===== src/rtl/uart_mmio_pkg.sv =====
`default_nettype none
// ============================================================================
// Module      : uart_mmio_pkg
// Description : Shared types and constants for the memory-mapped UART
//               transmitter. It holds the transmit FSM state enum, the
//               register offsets (Addr[3:2]) and the STATUS bit positions.
// Revision    : 1.0 - initial release
// ============================================================================
package uart_mmio_pkg;

    // PARITY is always part of the encoding. It is only reached when the
    // parity build option is enabled.
    typedef enum logic [2:0] {
        IDLE   = 3'd0,
        START  = 3'd1,
        DATA   = 3'd2,
        PARITY = 3'd3,
        STOP   = 3'd4
    } tx_state_e;

    // Register offsets, expressed as word index Addr[3:2]
    localparam logic [1:0] c_OFF_TXDATA  = 2'd0;
    localparam logic [1:0] c_OFF_STATUS  = 2'd1;
    localparam logic [1:0] c_OFF_BAUDDIV = 2'd2;
    localparam logic [1:0] c_OFF_RSVD    = 2'd3;

    // STATUS register bit positions
    localparam int c_STAT_BUSY    = 0;
    localparam int c_STAT_FULL    = 1;
    localparam int c_STAT_EMPTY   = 2;
    localparam int c_STAT_OVF     = 3;
    localparam int c_STAT_CNT_LSB = 4;
    localparam int c_STAT_PAR     = 8;

endpackage : uart_mmio_pkg
`default_nettype wire


===== src/rtl/uart_tx_mmio_if.sv =====
`default_nettype none
// ============================================================================
// Module      : uart_tx_mmio_if
// Description : Processor data-bus view of the UART transmitter.
//   MemWrite  : store strobe from the core
//   Addr      : byte address (ALUResult)
//   WriteData : store data
//   ReadData  : combinational read data, 0 when the block is not selected
//   Sel       : high when Addr falls inside the block's 16-byte window
//   The master modport is the core side. The slave modport is the peripheral.
// Revision    : 1.0 - initial release
// ============================================================================
interface uart_tx_mmio_if;
    logic        MemWrite;
    logic [31:0] Addr;
    logic [31:0] WriteData;
    logic [31:0] ReadData;
    logic        Sel;

    modport master (
        output MemWrite,
        output Addr,
        output WriteData,
        input  ReadData,
        input  Sel
    );

    modport slave (
        input  MemWrite,
        input  Addr,
        input  WriteData,
        output ReadData,
        output Sel
    );
endinterface : uart_tx_mmio_if
`default_nettype wire


===== src/rtl/sync_fifo.sv =====
`default_nettype none
// ============================================================================
// Module      : sync_fifo
// Description : Single-clock FIFO with show-ahead output (dout_o is always
//               the head entry). A push while full is accepted only when a
//               pop happens on the same edge. Pointers wrap modulo DEPTH,
//               so DEPTH must be a power of two.
//   clk      : clock, rising edge
//   reset    : asynchronous reset, active low
//   push_i   : write din_i
//   pop_i    : discard the head entry
//   din_i    : write data
//   dout_o   : head entry
//   full_o   : all DEPTH entries are occupied
//   empty_o  : no entries are occupied
//   count_o  : number of occupied entries
// Revision    : 1.0 - initial release
// ============================================================================
module sync_fifo #(
    parameter int WIDTH = 8,
    parameter int DEPTH = 4
) (
    input  logic                   clk,
    input  logic                   reset,
    input  logic                   push_i,
    input  logic                   pop_i,
    input  logic [WIDTH-1:0]       din_i,
    output logic [WIDTH-1:0]       dout_o,
    output logic                   full_o,
    output logic                   empty_o,
    output logic [$clog2(DEPTH):0] count_o
);
    localparam int AW = $clog2(DEPTH);
    localparam int CW = AW + 1;

    logic [WIDTH-1:0] mem_q [DEPTH];
    logic [AW-1:0]    rd_ptr_q;
    logic [AW-1:0]    wr_ptr_q;
    logic [CW-1:0]    count_q;
    logic [CW-1:0]    count_d;
    logic             w_do_push;
    logic             w_do_pop;

    assign full_o  = (count_q == CW'(DEPTH));
    assign empty_o = (count_q == '0);
    assign count_o = count_q;
    assign dout_o  = mem_q[rd_ptr_q];

    assign w_do_pop  = pop_i && !empty_o;
    // A pop on the same edge frees the slot that a push into a full FIFO needs.
    assign w_do_push = push_i && (!full_o || w_do_pop);

    always_comb begin
        count_d = count_q;
        case ({w_do_push, w_do_pop})
            2'b10:   count_d = count_q + CW'(1);
            2'b01:   count_d = count_q - CW'(1);
            default: count_d = count_q;
        endcase
    end

    always_ff @(posedge clk or negedge reset) begin
        if (!reset) begin
            rd_ptr_q <= '0;
            wr_ptr_q <= '0;
            count_q  <= '0;
        end else begin
            count_q <= count_d;
            if (w_do_push) wr_ptr_q <= wr_ptr_q + AW'(1);
            if (w_do_pop)  rd_ptr_q <= rd_ptr_q + AW'(1);
        end
    end

    // The storage array has no reset. Only entries that were written are read.
    always_ff @(posedge clk) begin
        if (w_do_push) mem_q[wr_ptr_q] <= din_i;
    end

endmodule : sync_fifo
`default_nettype wire


===== src/rtl/uart_tx_mmio.sv =====
`default_nettype none
// ============================================================================
// Module      : uart_tx_mmio
// Description : Memory-mapped UART transmitter on the core data bus. Bytes
//               written to TXDATA are queued in a small FIFO and sent 8N1
//               (or 8E1) LSB first on a registered tx line.
//   clk    : system clock, rising edge
//   reset  : asynchronous reset, active low
//   bus    : slave side of the core data bus (uart_tx_mmio_if)
//   tx     : serial output, idle high
// Register map (Addr[3:2]):
//   0 TXDATA  : write pushes WriteData[7:0], reads 0
//   1 STATUS  : {23'b0, par_present, count[3:0], ovf, empty, full, busy}.
//               Writing 1 to bit3 clears ovf.
//   2 BAUDDIV : R/W [15:0]. Each bit lasts BAUDDIV+1 clocks.
//   3         : reserved
// Build option: define UART_TX_PARITY_EN to add an even-parity bit after
//               the data bits. STATUS bit8 then reads 1.
// Revision    : 1.0 - initial release
// ============================================================================
module uart_tx_mmio
    import uart_mmio_pkg::*;
#(
    parameter logic [31:0] BASE_ADDR   = 32'h0000_0400,
    parameter int          FIFO_DEPTH  = 4,
    parameter logic [15:0] DEFAULT_DIV = 16'd433
) (
    input  logic                 clk,
    input  logic                 reset,
    uart_tx_mmio_if.slave        bus,
    output logic                 tx
);
    localparam int CW = $clog2(FIFO_DEPTH) + 1;

    // ------------------------------------------------------------------
    // Bus decode
    // ------------------------------------------------------------------
    logic       w_sel;
    logic [1:0] w_off;
    logic       w_wr;
    logic       w_push;

    assign w_sel  = (bus.Addr[31:4] == BASE_ADDR[31:4]);
    assign w_off  = bus.Addr[3:2];
    assign w_wr   = bus.MemWrite && w_sel;
    assign w_push = w_wr && (w_off == c_OFF_TXDATA);

    // ------------------------------------------------------------------
    // TX FIFO
    // ------------------------------------------------------------------
    logic [7:0]    w_head;
    logic          w_full;
    logic          w_empty;
    logic [CW-1:0] w_fifo_count;
    logic          w_pop;

    sync_fifo #(
        .WIDTH (8),
        .DEPTH (FIFO_DEPTH)
    ) u_txfifo (
        .clk     (clk),
        .reset   (reset),
        .push_i  (w_push),
        .pop_i   (w_pop),
        .din_i   (bus.WriteData[7:0]),
        .dout_o  (w_head),
        .full_o  (w_full),
        .empty_o (w_empty),
        .count_o (w_fifo_count)
    );

    // ------------------------------------------------------------------
    // Registers
    // ------------------------------------------------------------------
    tx_state_e   state_q;
    logic        tx_q;
    logic [15:0] baud_q;
    logic [2:0]  bit_q;
    logic [7:0]  shift_q;
`ifdef UART_TX_PARITY_EN
    logic        par_q;
`endif
    logic [15:0] div_q;
    logic [15:0] div_d;
    logic        ovf_q;
    logic        ovf_d;
    logic        w_bit_end;
    logic        w_ovf_set;

    assign w_bit_end = (baud_q == 16'd0);
    // Pop in IDLE, or at the end of STOP so that queued frames follow with no gap.
    assign w_pop     = !w_empty && ((state_q == IDLE) || ((state_q == STOP) && w_bit_end));
    assign w_ovf_set = w_push && w_full && !w_pop;

    always_comb begin
        div_d = div_q;
        if (w_wr && (w_off == c_OFF_BAUDDIV)) div_d = bus.WriteData[15:0];

        ovf_d = ovf_q;
        if (w_wr && (w_off == c_OFF_STATUS) && bus.WriteData[c_STAT_OVF]) ovf_d = 1'b0;
        // A new overflow on the same edge wins over a clear.
        if (w_ovf_set) ovf_d = 1'b1;
    end

    always_ff @(posedge clk or negedge reset) begin
        if (!reset) begin
            div_q <= DEFAULT_DIV;
            ovf_q <= 1'b0;
        end else begin
            div_q <= div_d;
            ovf_q <= ovf_d;
        end
    end

    // ------------------------------------------------------------------
    // Transmit FSM with baud counter. tx is registered.
    // The baud counter reloads from the live div_q at every bit start.
    // ------------------------------------------------------------------
    always_ff @(posedge clk or negedge reset) begin
        if (!reset) begin
            state_q <= IDLE;
            tx_q    <= 1'b1;
            baud_q  <= 16'd0;
            bit_q   <= 3'd0;
            shift_q <= 8'd0;
`ifdef UART_TX_PARITY_EN
            par_q   <= 1'b0;
`endif
        end else begin
            case (state_q)
                IDLE: begin
                    tx_q <= 1'b1;
                    if (w_pop) begin
                        shift_q <= w_head;
`ifdef UART_TX_PARITY_EN
                        par_q   <= ^w_head;
`endif
                        baud_q  <= div_q;
                        tx_q    <= 1'b0;
                        state_q <= START;
                    end
                end
                START: begin
                    if (w_bit_end) begin
                        tx_q    <= shift_q[0];
                        shift_q <= {1'b0, shift_q[7:1]};
                        bit_q   <= 3'd0;
                        baud_q  <= div_q;
                        state_q <= DATA;
                    end else begin
                        baud_q <= baud_q - 16'd1;
                    end
                end
                DATA: begin
                    if (w_bit_end) begin
                        baud_q <= div_q;
                        if (bit_q == 3'd7) begin
`ifdef UART_TX_PARITY_EN
                            tx_q    <= par_q;
                            state_q <= PARITY;
`else
                            tx_q    <= 1'b1;
                            state_q <= STOP;
`endif
                        end else begin
                            bit_q   <= bit_q + 3'd1;
                            tx_q    <= shift_q[0];
                            shift_q <= {1'b0, shift_q[7:1]};
                        end
                    end else begin
                        baud_q <= baud_q - 16'd1;
                    end
                end
                PARITY: begin
                    if (w_bit_end) begin
                        tx_q    <= 1'b1;
                        baud_q  <= div_q;
                        state_q <= STOP;
                    end else begin
                        baud_q <= baud_q - 16'd1;
                    end
                end
                STOP: begin
                    if (w_bit_end) begin
                        if (w_pop) begin
                            shift_q <= w_head;
`ifdef UART_TX_PARITY_EN
                            par_q   <= ^w_head;
`endif
                            baud_q  <= div_q;
                            tx_q    <= 1'b0;
                            state_q <= START;
                        end else begin
                            tx_q    <= 1'b1;
                            state_q <= IDLE;
                        end
                    end else begin
                        baud_q <= baud_q - 16'd1;
                    end
                end
                default: begin
                    tx_q    <= 1'b1;
                    state_q <= IDLE;
                end
            endcase
        end
    end

    assign tx = tx_q;

    // ------------------------------------------------------------------
    // Read mux (combinational, single-cycle core)
    // ------------------------------------------------------------------
    logic [7:0]  w_cnt_ext;
    logic [3:0]  w_cnt4;
    logic        w_par_present;
    logic [31:0] w_rdata;

    assign w_cnt_ext = 8'(w_fifo_count);
    assign w_cnt4    = (w_cnt_ext > 8'd15) ? 4'hF : w_cnt_ext[3:0];
`ifdef UART_TX_PARITY_EN
    assign w_par_present = 1'b1;
`else
    assign w_par_present = 1'b0;
`endif

    always_comb begin
        w_rdata = 32'd0;
        if (w_sel) begin
            case (w_off)
                c_OFF_STATUS: begin
                    w_rdata[c_STAT_BUSY]          = (state_q != IDLE);
                    w_rdata[c_STAT_FULL]          = w_full;
                    w_rdata[c_STAT_EMPTY]         = w_empty;
                    w_rdata[c_STAT_OVF]           = ovf_q;
                    w_rdata[c_STAT_CNT_LSB +: 4]  = w_cnt4;
                    w_rdata[c_STAT_PAR]           = w_par_present;
                end
                c_OFF_BAUDDIV: w_rdata[15:0] = div_q;
                default:       w_rdata = 32'd0;
            endcase
        end
    end

    assign bus.ReadData = w_rdata;
    assign bus.Sel      = w_sel;

    // Address byte-lane bits and the upper store data have no use in this block.
    logic w_unused;
    assign w_unused = &{1'b0, bus.Addr[1:0], bus.WriteData[31:16]};

endmodule : uart_tx_mmio
`default_nettype wire


===== src/flat_wrapper.sv =====
// flat-port wrapper written by rule: the top's interface ports become plain ports
module uart_tx_mmio_flat import uart_mmio_pkg::*;
#(
    parameter logic [31:0] BASE_ADDR   = 32'h0000_0400,
    parameter int          FIFO_DEPTH  = 4,
    parameter logic [15:0] DEFAULT_DIV = 16'd433
)
  (clk, reset, tx, bus_MemWrite, bus_Addr, bus_WriteData, bus_ReadData, bus_Sel);
  uart_tx_mmio_if bus_i ();
  input  logic clk;
  input  logic reset;
  output logic tx;
  input wire logic [$bits(bus_i.MemWrite)-1:0] bus_MemWrite;
  input wire logic [$bits(bus_i.Addr)-1:0] bus_Addr;
  input wire logic [$bits(bus_i.WriteData)-1:0] bus_WriteData;
  output wire logic [$bits(bus_i.ReadData)-1:0] bus_ReadData;
  output wire logic [$bits(bus_i.Sel)-1:0] bus_Sel;
  assign bus_i.MemWrite = bus_MemWrite;
  assign bus_i.Addr = bus_Addr;
  assign bus_i.WriteData = bus_WriteData;
  assign bus_ReadData = bus_i.ReadData;
  assign bus_Sel = bus_i.Sel;
  uart_tx_mmio #(.BASE_ADDR(BASE_ADDR), .FIFO_DEPTH(FIFO_DEPTH), .DEFAULT_DIV(DEFAULT_DIV)) u_core (.clk(clk), .reset(reset), .bus(bus_i), .tx(tx));
endmodule

===== config.mk =====
export PLATFORM = sky130hd
export DESIGN_NAME = uart_tx_mmio_flat
export DESIGN_NICKNAME = d
export VERILOG_FILES = /design/src/rtl/uart_mmio_pkg.sv /design/src/rtl/uart_tx_mmio_if.sv /design/src/rtl/sync_fifo.sv /design/src/rtl/uart_tx_mmio.sv /design/src/flat_wrapper.sv
export SDC_FILE = /design/constraint.sdc
export NUM_CORES = 1
export LEC_CHECK = 0
export CAP_MARGIN = 30
export CORE_MARGIN = 2
export CORE_UTILIZATION = 55
export CTS_BUF_LIST = sky130_fd_sc_hd__clkbuf_2 sky130_fd_sc_hd__clkbuf_4 sky130_fd_sc_hd__clkbuf_8
export CTS_CLUSTER_DIAMETER = 50
export DETAILED_ROUTE_END_ITERATION = 6
export GPL_TIMING_DRIVEN = 0
export PLACE_DENSITY = 0.88
export SLEW_MARGIN = 20
export SYNTH_ARGS = -nofsm -noshare
export SYNTH_HDL_FRONTEND = slang
export SYNTH_SLANG_ARGS = --single-unit

===== constraint.sdc =====
create_clock -name clk -period 6.38 [get_ports clk]
set_input_delay 0.638 -clock clk [delete_from_list [all_inputs] [get_ports clk]]
set_output_delay 0.638 -clock clk [all_outputs]
set_load 0.02 [all_outputs]

Word level (Yosys, flattened, before mapping) --
Memory sizes are Yosys's and may differ from the RTL's. Cells that the tools add are included.
Storage, ports and cells: register bits 55, bits in writable memories 32, input port bits 67, output and inout port bits 34, logic and storage cells 105, memories 1
Cells by class: add/sub/neg operators 6, order comparisons 1, equal/unequal tests 18, mux-type cells 38, reduce and logical (&&, ||, !) cells 31
Memory list:
- u_core.u_txfifo.mem_q | depth 4, width 8, rd ports 1, clocked after Yosys merged registers in 0, write ports 1, RTL line sync_fifo.sv:36 | logic [WIDTH-1:0] mem_q [DEPTH];
Operator list (number):
- two-way mux 16 bit | 4
- case mux 16 bit (3 select lines) | 1
- two-way mux 8 bit | 5
- case mux 8 bit (4 select lines) | 1
- == test 28 x 7 -> 1 bit (second input constant) | 1
- two-way mux 3 bit | 9
- case mux 9 bit (2 select lines) | 1
- zero test 16 bit | 1
- subtractor 16 x 1 -> 16 bit (second input constant) | 1
- case mux 3 bit (5 select lines) | 1
- case mux 3 bit (2 select lines) | 2
- logical AND 1 bit | 11
- two-way mux 1 bit | 11
- != test 2 x 1 -> 1 bit (second input constant) | 5
- == test 3 bit (second input constant) | 3
- AND reduction 4 bit | 2
- two-way mux 7 bit | 1
- adder 3 x 1 -> 3 bit (second input constant) | 2
- == test 3 x 2 -> 1 bit (second input constant) | 2
- zero test 3 bit | 2
- AND reduction 6 bit | 1
- nonzero test 2 bit | 3
- nonzero test 3 bit | 2
- case mux 1 bit (5 select lines) | 1
- other kinds (14) | 21

Longest topological paths before layout --
Gate-level depths: netlist (run 1).
depth in word-level cells 9, gate-level depth with buffers 13, depth with buffers taken out 13

Hierarchy --
Synthesis (run 1) repeated with hierarchy kept, for this count alone.
Second synthesis, totals: cell total of the unflattened synthesis 491, area, all modules 5092.4 um^2
Modules (own cells, without submodules):
- uart_tx_mmio | times used 1, cells an instance 395, area each 3414.5 um^2, seq. area each 1208.7 um^2
- sync_fifo | times used 1, cells an instance 96, area each 1677.9 um^2, seq. area each 1136.1 um^2

Worst setup path before layout (run 1) --
Ideal clock, no wire load.
path kind register to register, start register u_core.baud_q[0], end register u_core.u_txfifo.count_q[2] (netlist: u_core.u_txfifo.count_o[2]), library setup time 0.079 ns, arrival 2.627 ns, required time 6.301 ns, slack 3.674 ns, cell stages (with the launch flop) 12, buffers on the path 0, clock period less this slack 2.706 ns, path through dfrtp_1 inv_1 ha_1 nor3b_2 nand4_4 a21oi_1 ha_1 inv_1 fa_1 xor2_1 nor2_1 xor2_1
Between the ends: cells in the longest elaborated chain, start to end 9, elaborated cells between the ends (all ways) 11, classes of those cells 2 x eq/ne; 1 x mux; 8 x reduce/logical
Ends and longest elaborated chain:
- from (decl) | RTL line uart_tx_mmio.sv:77 | logic [15:0] baud_q;
- from (signal assigned) | RTL line uart_tx_mmio.sv:138 | baud_q <= div_q;
- from (signal assigned) | RTL line uart_tx_mmio.sv:148 | baud_q <= div_q;
- from (signal assigned) | RTL line uart_tx_mmio.sv:151 | baud_q <= baud_q - 16'd1;
- zero test 16 bit * | RTL line uart_tx_mmio.sv:90 | assign w_bit_end = (baud_q == 16'd0);
- logical AND 1 bit * | RTL line uart_tx_mmio.sv:92 | assign w_pop = !w_empty && ((state_q == IDLE) || ((state_q == STOP) && w_bit_end));
- logical OR 1 bit * | RTL line uart_tx_mmio.sv:92
- logical AND 1 bit * | RTL line uart_tx_mmio.sv:92
- logical AND 1 bit * | RTL line sync_fifo.sv:49 | assign w_do_pop = pop_i && !empty_o;
- logical OR 1 bit | RTL line sync_fifo.sv:51 | assign w_do_push = push_i && (!full_o || w_do_pop);
- logical AND 1 bit | RTL line sync_fifo.sv:51
- == test 2 x 1 -> 1 bit / == test 2 bit (equally long branches) | RTL line sync_fifo.sv:55 | case ({w_do_push, w_do_pop})
- case mux 3 bit (2 select lines) / nonzero test 2 bit (equally long branches)
- to (signal assigned) | RTL line sync_fifo.sv:68 | count_q <= count_d;
- to (decl) | RTL line sync_fifo.sv:39 | logic [CW-1:0] count_q;
Mark *: on every way between the ends. The rest lies on a longest branch, timed or not. A chain may end at the register's enable or synchronous reset.

Final worst setup path (run 1) --
start input bus_Addr[14], end output bus_ReadData[8]
Between the ends: cells in the longest elaborated chain, start to end 2
Ends and longest elaborated chain:
- from (decl) | RTL line flat_wrapper.sv:14 | input wire logic [$bits(bus_i.Addr)-1:0] bus_Addr;
- == test 28 x 7 -> 1 bit | RTL line uart_tx_mmio.sv:43 | assign w_sel = (bus.Addr[31:4] == BASE_ADDR[31:4]);
- two-way mux 16 bit | RTL line uart_tx_mmio.sv:229 | if (w_sel) begin
- to (decl) | RTL line flat_wrapper.sv:16 | output wire logic [$bits(bus_i.ReadData)-1:0] bus_ReadData;
Every way passes these cells.

==> run summary, run 1 <==
outcome: completed
floorplan row count: 33
ranking of synthesized cells by area: dfrtp_1 (26%), edfxtp_1 (21%), mux2_2 (7.7%)
Sequential Power Share: 43.3%
switching power total: 477.2 uW
DIE HEIGHT: 96.20 um
Most Frequent Cell on Critical Path: clkdlybuf4s50_1
FF+latch count, synth: 87
crit path max fanout: 10
EDFF count, synth: 32
Max-slew headroom: 42.77%
synth warn: 0
Diodes inserted: 0
critical-path cell list: clkdlybuf4s50_1 -> nor4_1 -> nand4_1 -> nor2_1 -> clkbuf_1 -> and3_1 -> clkdlybuf4s50_1
area grow syn2layout: 22.29%
WL/cell: 18.37 um
CP max-delay cell: clkdlybuf4s50_1
Ports: 101
accumulated negative setup slack: 0 ns
Post-Synth XOR/XNOR Area: 1.311%
Total Routing Usage GR: 26.07%
CTS resizes: 0
Hold Path Class: in -> async
DR vias: 3,686
share of layout cells above drive strength 1: 21.44%
Yosys top cell by area: dfrtp_1
hold buffer count at CTS: 0
Post-Syn Instances: 402
crit path time final: 3.723 ns
Cell Area, Synth: 0.004676 mm^2
Min Hold Slack: 0.3124 ns
Compound-Gate Fraction of Synth Area: 12.34%
Placed Area: 0.005522 mm^2
largest family of logic cells by synthesized area: simple AND/OR/NAND/NOR gates
post-route ant nets: 0
number of vias per cell: 6.103
post-synth cell types: 58
clk sinks: 87
Layout Skew: 0.01121 ns
first drt pass iteration count: 5
critical path class: in -> out
most frequent cells after synthesis: dfrtp_1 (49), edfxtp_1 (32), mux2_2 (32)
Num CTS Buffers: 9
Comb pwr share: 30.1%
worst vdd ir: 149.2 uV
nets: 573
cell-internal power: 955.4 uW
CP Capture Type: output pin
predominant post-synthesis flop cell: dfrtp_1
most common cell in the netlist: dfrtp_1
clk_lat worst skew: 0.37 ns
Hold Fails Final Rpt: 0
initial antenna violation count: 0
Setup-failing EPs final: 0
power density over the cells: 250.6 mW/mm^2
total grt overflow: 0
Max Cap Violations: 0
Synth async-reset ratio: 63.22%
core region area: 0.008217 mm^2
PortBufs: 66
Die ar.: 0.009254 mm^2
Post-Synth Simple-Gate Area: 14.64%
clock network power share: 26.6%
Core Util, Final: 69.59%
Residual DRC: 0
Starting Density: 56.91%
adder-cell area share of the yosys netlist: 3.372%
Max clock buf depth: 2
DRT Wirelength: 11,100 um
clock-pin slew on the worst setup and hold paths: 0.10 ns
post-CTS setup buffers: 0
H-tree levels: 3
die span in x: 96.20 um
post-synthesis mux area share: 12.01%
startpoint type of the worst setup path: input port
Post-DP HPWL: 8083 um
fin crit share: 58.35%
Final Cell Area: 0.005718 mm^2
largest net degree at the start of global routing: 56
Syn Area/Cell: 11.63 um^2
actual slew at the worst max-slew pin: 0.8520 ns
Tot Pwr: 1433 uW
CP max stage delay: 0.63 ns
vias in the first global route: 3,705
switching share of power: 33.31%
CTS tree: built
root buf cell: clkbuf_8
RSZ-0062 raised after global routing: no
Arrival @ worst endpoint: 3.08 ns
Max Slew Vio Count: 0
Placer Congestion: 0.9020
DR iter-0 viols: 360
Synth top area share: 26.22%
maximum clock frequency: 0.2686 GHz
CP Data Required Time: 5.74 ns
Pleak: 0.002386 uW
first-pass GRT wire length: 17,910 um
register area share after synthesis: 50.15%
[registers in the layout, summed over array words and instances (netlist names)]
| register | count |
|---|---|
| u_core.u_txfifo.mem_q | 32 |
| u_core.baud_q | 16 |
| u_core.div_q | 16 |
| u_core.shift_q | 8 |
| u_core.bit_q | 3 |
| u_core.state_q | 3 |
| u_core.u_txfifo.count_o | 3 |
| u_core.u_txfifo.rd_ptr_q | 2 |
| u_core.u_txfifo.wr_ptr_q | 2 |
| u_core.ovf_q | 1 |
| u_core.tx | 1 |
[cell usage in the layout (no fill, tap or decap), types with 6 or more instances in the layout]
cell	count
clkdlybuf4s50_1	65
dfrtp_1	49
mux2_2	32
edfxtp_1	32
nor2_1	29
inv_1	19
nand2_1	19
buf_4	19
conb_1	16
a21oi_1	12
and3_1	12
o21ai_0	12
ha_1	11
nor4_1	10
nand3_1	10
buf_2	9
clkbuf_8	9
a22oi_1	8
nor3_1	8
mux4_2	8
clkbuf_1	7
o2bb2ai_1	7
and2_1	6
o211ai_1	6
dfstp_2	6
[path summary, 6_finish.rpt]
| check | slack, ns | endpoint | from | cells past startpoint |
|---|---|---|---|---|
| worst min-delay path | 0.31 | u_core.baud_q[9] | reset | 1 |
| worst max register to register | 2.89 | u_core.u_txfifo.count_o[2] | u_core.baud_q[0] | 11 |
| max in group asynchronous | 5.59 | u_core.u_txfifo.count_o[1] | reset | 1 |
| min in group clk | 0.48 | u_core.tx | u_core.tx | 2 |
| worst max-delay path | 2.66 | bus_ReadData[8] | bus_Addr[14] | 7 |
| worst min register to register | 0.48 | u_core.tx | u_core.tx | 2 |
[power by group through the flow]
stage	Combinational (uW)	Clock [uW]	Sequential [uW]
after global placement	403	0	631
after CTS	425	385	621
final	431	381	621
after global routing	468	409	624
after floorplan	299	0	630
after detailed placement	419	0	633
[critical path: cells and delay by family]
kind / cells / cell delay (ns)
AND/OR/NAND/NOR: 4 / 1.07
buffers and inverters: 3 / 1.37
[stage by stage]
stage | setup slack, ns | instances
2_1_floorplan | 3.674 | 417
5_1_grt | 2.548 | 604
6_report | 2.657 | 604
3_3_place_gp | 2.781 | 588
3_5_place_dp | 2.660 | 588
4_1_cts | 2.641 | 604
[metal layers]
layer  up-vias  track usage, %  share of wire (%)
met5         -               0                  0
met2       214           41.20                 48
met1      1771           34.08                 41
met3        38           7.126                7.7
li1       1663               -                  -
met4         0           10.60                3.2
[kinds of logic after synthesis]
| group | Yosys count |
|---|---|
| other cells | 1 |
| compound gates | 78 |
| fa+ha+maj | 12 |
| flops | 87 |
| xor+xnor | 7 |
| simple gates | 120 |
| buf+inv | 55 |
| mux | 42 |
[area by class of cell]
cell class / instances / area (um^2)
Fill cell: 567 / 2499
Tap cell: 105 / 131.4
Sequential cell: 87 / 2345
Inverter: 19 / 71.32
Timing Repair Buffer: 66 / 658.1
Clock buffer: 9 / 123.9
Buffer: 36 / 214.0
Multi-Input combinational cell: 275 / 2102
Clock inverter: 7 / 72.57
(Power assumes the default switching activity.)
==> run 2: changes to the inputs <==
Settings changed: CORE_UTILIZATION 55 to 53, PLACE_DENSITY 0.88 to 0.85.
Clock period 6.38 ns to 3.7 ns, I/O delays scaled along.
==> run 2 against run 1 <==
  * Clock-buffer cell count did not move
  * Sequential share of layout area is 0.25 points lower
  * Non-clock buffer count unchanged
  * Sequential power is 72% higher
  * Worst setup slack worse by 2.2 ns
  * Combinational power up 71%
  * Via count decreased by 0.95%
  * First-iteration DRC count decreased by 15%
  * Clock power rose by 91%
  * Utilization decreased by 3.0 points
  * Critical path type is now reg -> reg
  * Highest routed layer unchanged
==> run summary, run 2 (synthesized netlist as in run 1, its figures left out) <==
Placer Congestion: 0.9372 (+3.9%)
crit path max fanout: 8 (-2)
switching power total: 816.7 uW (+71%)
Comb pwr share: 29.1% (-1.0 points)
Starting Density: 54.14% (-2.8 points)
first-pass GRT wire length: 18,660 um (+4.2%)
Total Routing Usage GR: 24.60% (-1.5 points)
RSZ-0062 raised after global routing: no
actual slew at the worst max-slew pin: 0.9418 ns (+0.08986 ns)
largest register by flop count: u_core.u_txfifo.mem_q
CP Data Required Time: 3.94 ns (-1.80 ns)
cell-internal power: 1722 uW (+80%)
CP Capture Type: register
clk sinks: 87 (unchanged)
Residual DRC: 0 (unchanged)
WL/cell: 18.78 um (+2.2%)
vias in the first global route: 3,644 (-1.6%)
CTS tree: built
clock-pin slew on the worst setup and hold paths: 0.10 ns (about the same)
clock network power share: 28.7% (+2.1 points)
Layout Skew: 0.006454 ns (-0.004754 ns)
Die ar.: 0.009589 mm^2 (+3.6%)
DRT Wirelength: 11,400 um (+2.7%)
switching share of power: 32.17% (-1.1 points)
commonest non-fill, non-tap cells in the layout: clkdlybuf4s50_1 (65), dfrtp_1 (49), mux2_2 (32), edfxtp_1 (32), nor2_1 (29)
Hold Fails Final Rpt: 0 (unchanged)
Post-DP HPWL: 8151 um (+0.85%)
post-route ant nets: 0 (unchanged)
nets: 573 (unchanged)
Max Slew Vio Count: 0 (unchanged)
Fill cells: 639 (+13%)
Num CTS Buffers: 9 (unchanged)
Max Cap Violations: 0 (unchanged)
Non-Filler Instances: 607 (+0.50%)
initial antenna violation count: 0 (unchanged)
number of vias per cell: 6.015 (-1.4%)
Setup-failing EPs final: 0 (unchanged)
DIE HEIGHT: 97.93 um (+1.8%)
accumulated negative setup slack: 0 ns (unchanged)
Core Util, Final: 66.62% (-3.0 points)
commonest non-fill, non-tap cell in the layout: clkdlybuf4s50_1
power density over the cells: 441.2 mW/mm^2 (+76%)
Hold Path Class: in -> async
Diodes inserted: 0 (unchanged)
reg2reg path depth: 13 (+2)
total grt overflow: 0 (unchanged)
PortBufs: 66 (unchanged)
largest net degree at the start of global routing: 56 (unchanged)
Sequential Power Share: 42.2% (-1.1 points)
fin crit share: 87.62%
die span in x: 97.93 um (+1.8%)
share of layout cells above drive strength 1: 21.64% (+0.20 points)
post-CTS setup buffers: 0 (unchanged)
DR iter-0 viols: 305 (-15%)
first drt pass iteration count: 6 (+1)
worst vdd ir: 248.3 uV (+66%)
core region area: 0.008636 mm^2 (+5.1%)
largest registers: u_core.u_txfifo.mem_q: 32 flops, u_core.baud_q: 16 flops, u_core.div_q: 16 flops
Ports: 101 (unchanged)
startpoint type of the worst setup path: register
critical path class: reg -> reg
floorplan row count: 34 (+3.0%)
Arrival @ worst endpoint: 3.49 ns (+0.41 ns)
root buf cell: clkbuf_8
Pleak: 0.002402 uW (+0.69%)
Max clock buf depth: 2 (unchanged)
clk_lat worst skew: 0.36 ns (about the same)
Tot Pwr: 2538 uW (+77%)
hold buffer count at CTS: 0 (unchanged)
max reg flops: 32 (unchanged)
H-tree levels: 3 (unchanged)
Max-slew headroom: 36.73% (-6.0 points)
Placed Instances: 591 (+0.51%)
outcome: completed
area grow syn2layout: 23.04%
crit path time final: 3.242 ns
DR vias: 3,651 (-0.95%)
maximum clock frequency: 0.3085 GHz
[run 2: layer usage]
metal  vias to the layer above  track usage [%]  wire length (um)
li1                       1661                -                 -
met1                      1755            32.05              4657
met2                       206            41.15              5707
met3                        29            5.440               797
met4                         0            8.013               235
met5                         -                0                 0
[run 2: layout make-up]
class	instances	area (um^2)	area share (%)
multi-input cells	275	2106	36.60
repair buffers	66	658.1	11.44
clock buffers	9	123.9	2.153
clock inverters	7	100.1	1.740
flip-flops and latches	87	2345	40.76
inverters	19	71.32	1.240
plain buffers	36	214.0	3.719
well taps	108	135.1	2.349
[run 2: power groups by stage]
stage               Clock, uW  Combinational, uW  Sequential (uW)
finish                    729                739             1070
global route              784                800             1080
CTS                       745                730             1070
detailed placement          0                715             1090
global placement            0                693             1090
floorplan                   0                515             1090
[run 2: critical path, stage by stage (launching register included)]
cell and delay [ns]:
dfrtp_1 0.43, inv_1 0.11, ha_1 0.25, nor3b_2 0.54, nand4_4 0.24, a21oi_2 0.27
o2111a_2 0.33, inv_1 0.08, ha_1 0.24, inv_1 0.08, fa_1 0.17, xor2_1 0.17
nor2_1 0.08, xor2_1 0.14
[run 2: what timing repair did]
item                                    4_1_cts  5_1_grt
endpoints found under the hold margin         0        0
gates resized for setup                       0        1
endpoints found under the setup margin        0        1
[run 2: path summary, 6_finish.rpt]
check / start / endpoint / slack (ns)
worst max-delay path: u_core.baud_q[0] / u_core.u_txfifo.count_o[2] / 0.46
worst min-delay path: reset / u_core.baud_q[3] / 0.04
worst max register to register: u_core.baud_q[0] / u_core.u_txfifo.count_o[2] / 0.46
worst min register to register: u_core.tx / u_core.tx / 0.50
max in group asynchronous: reset / u_core.baud_q[6] / 3.20
min in group clk: u_core.tx / u_core.tx / 0.50
[run 2: metrics by stage]
| step | cell area, um^2 | setup WS [ns] | hold WS (ns) |
|---|---|---|---|
| 2_1_floorplan | 4732 | 0.9936 | 0.07441 |
| 3_3_place_gp | 5528 | 0.4832 | 0.4705 |
| 3_5_place_dp | 5525 | 0.4167 | 0.4692 |
| 4_1_cts | 5749 | 0.3184 | 0.07616 |
| 5_1_grt | 5753 | 0.2315 | 0.1066 |
| 6_report | 5753 | 0.4581 | 0.03755 |
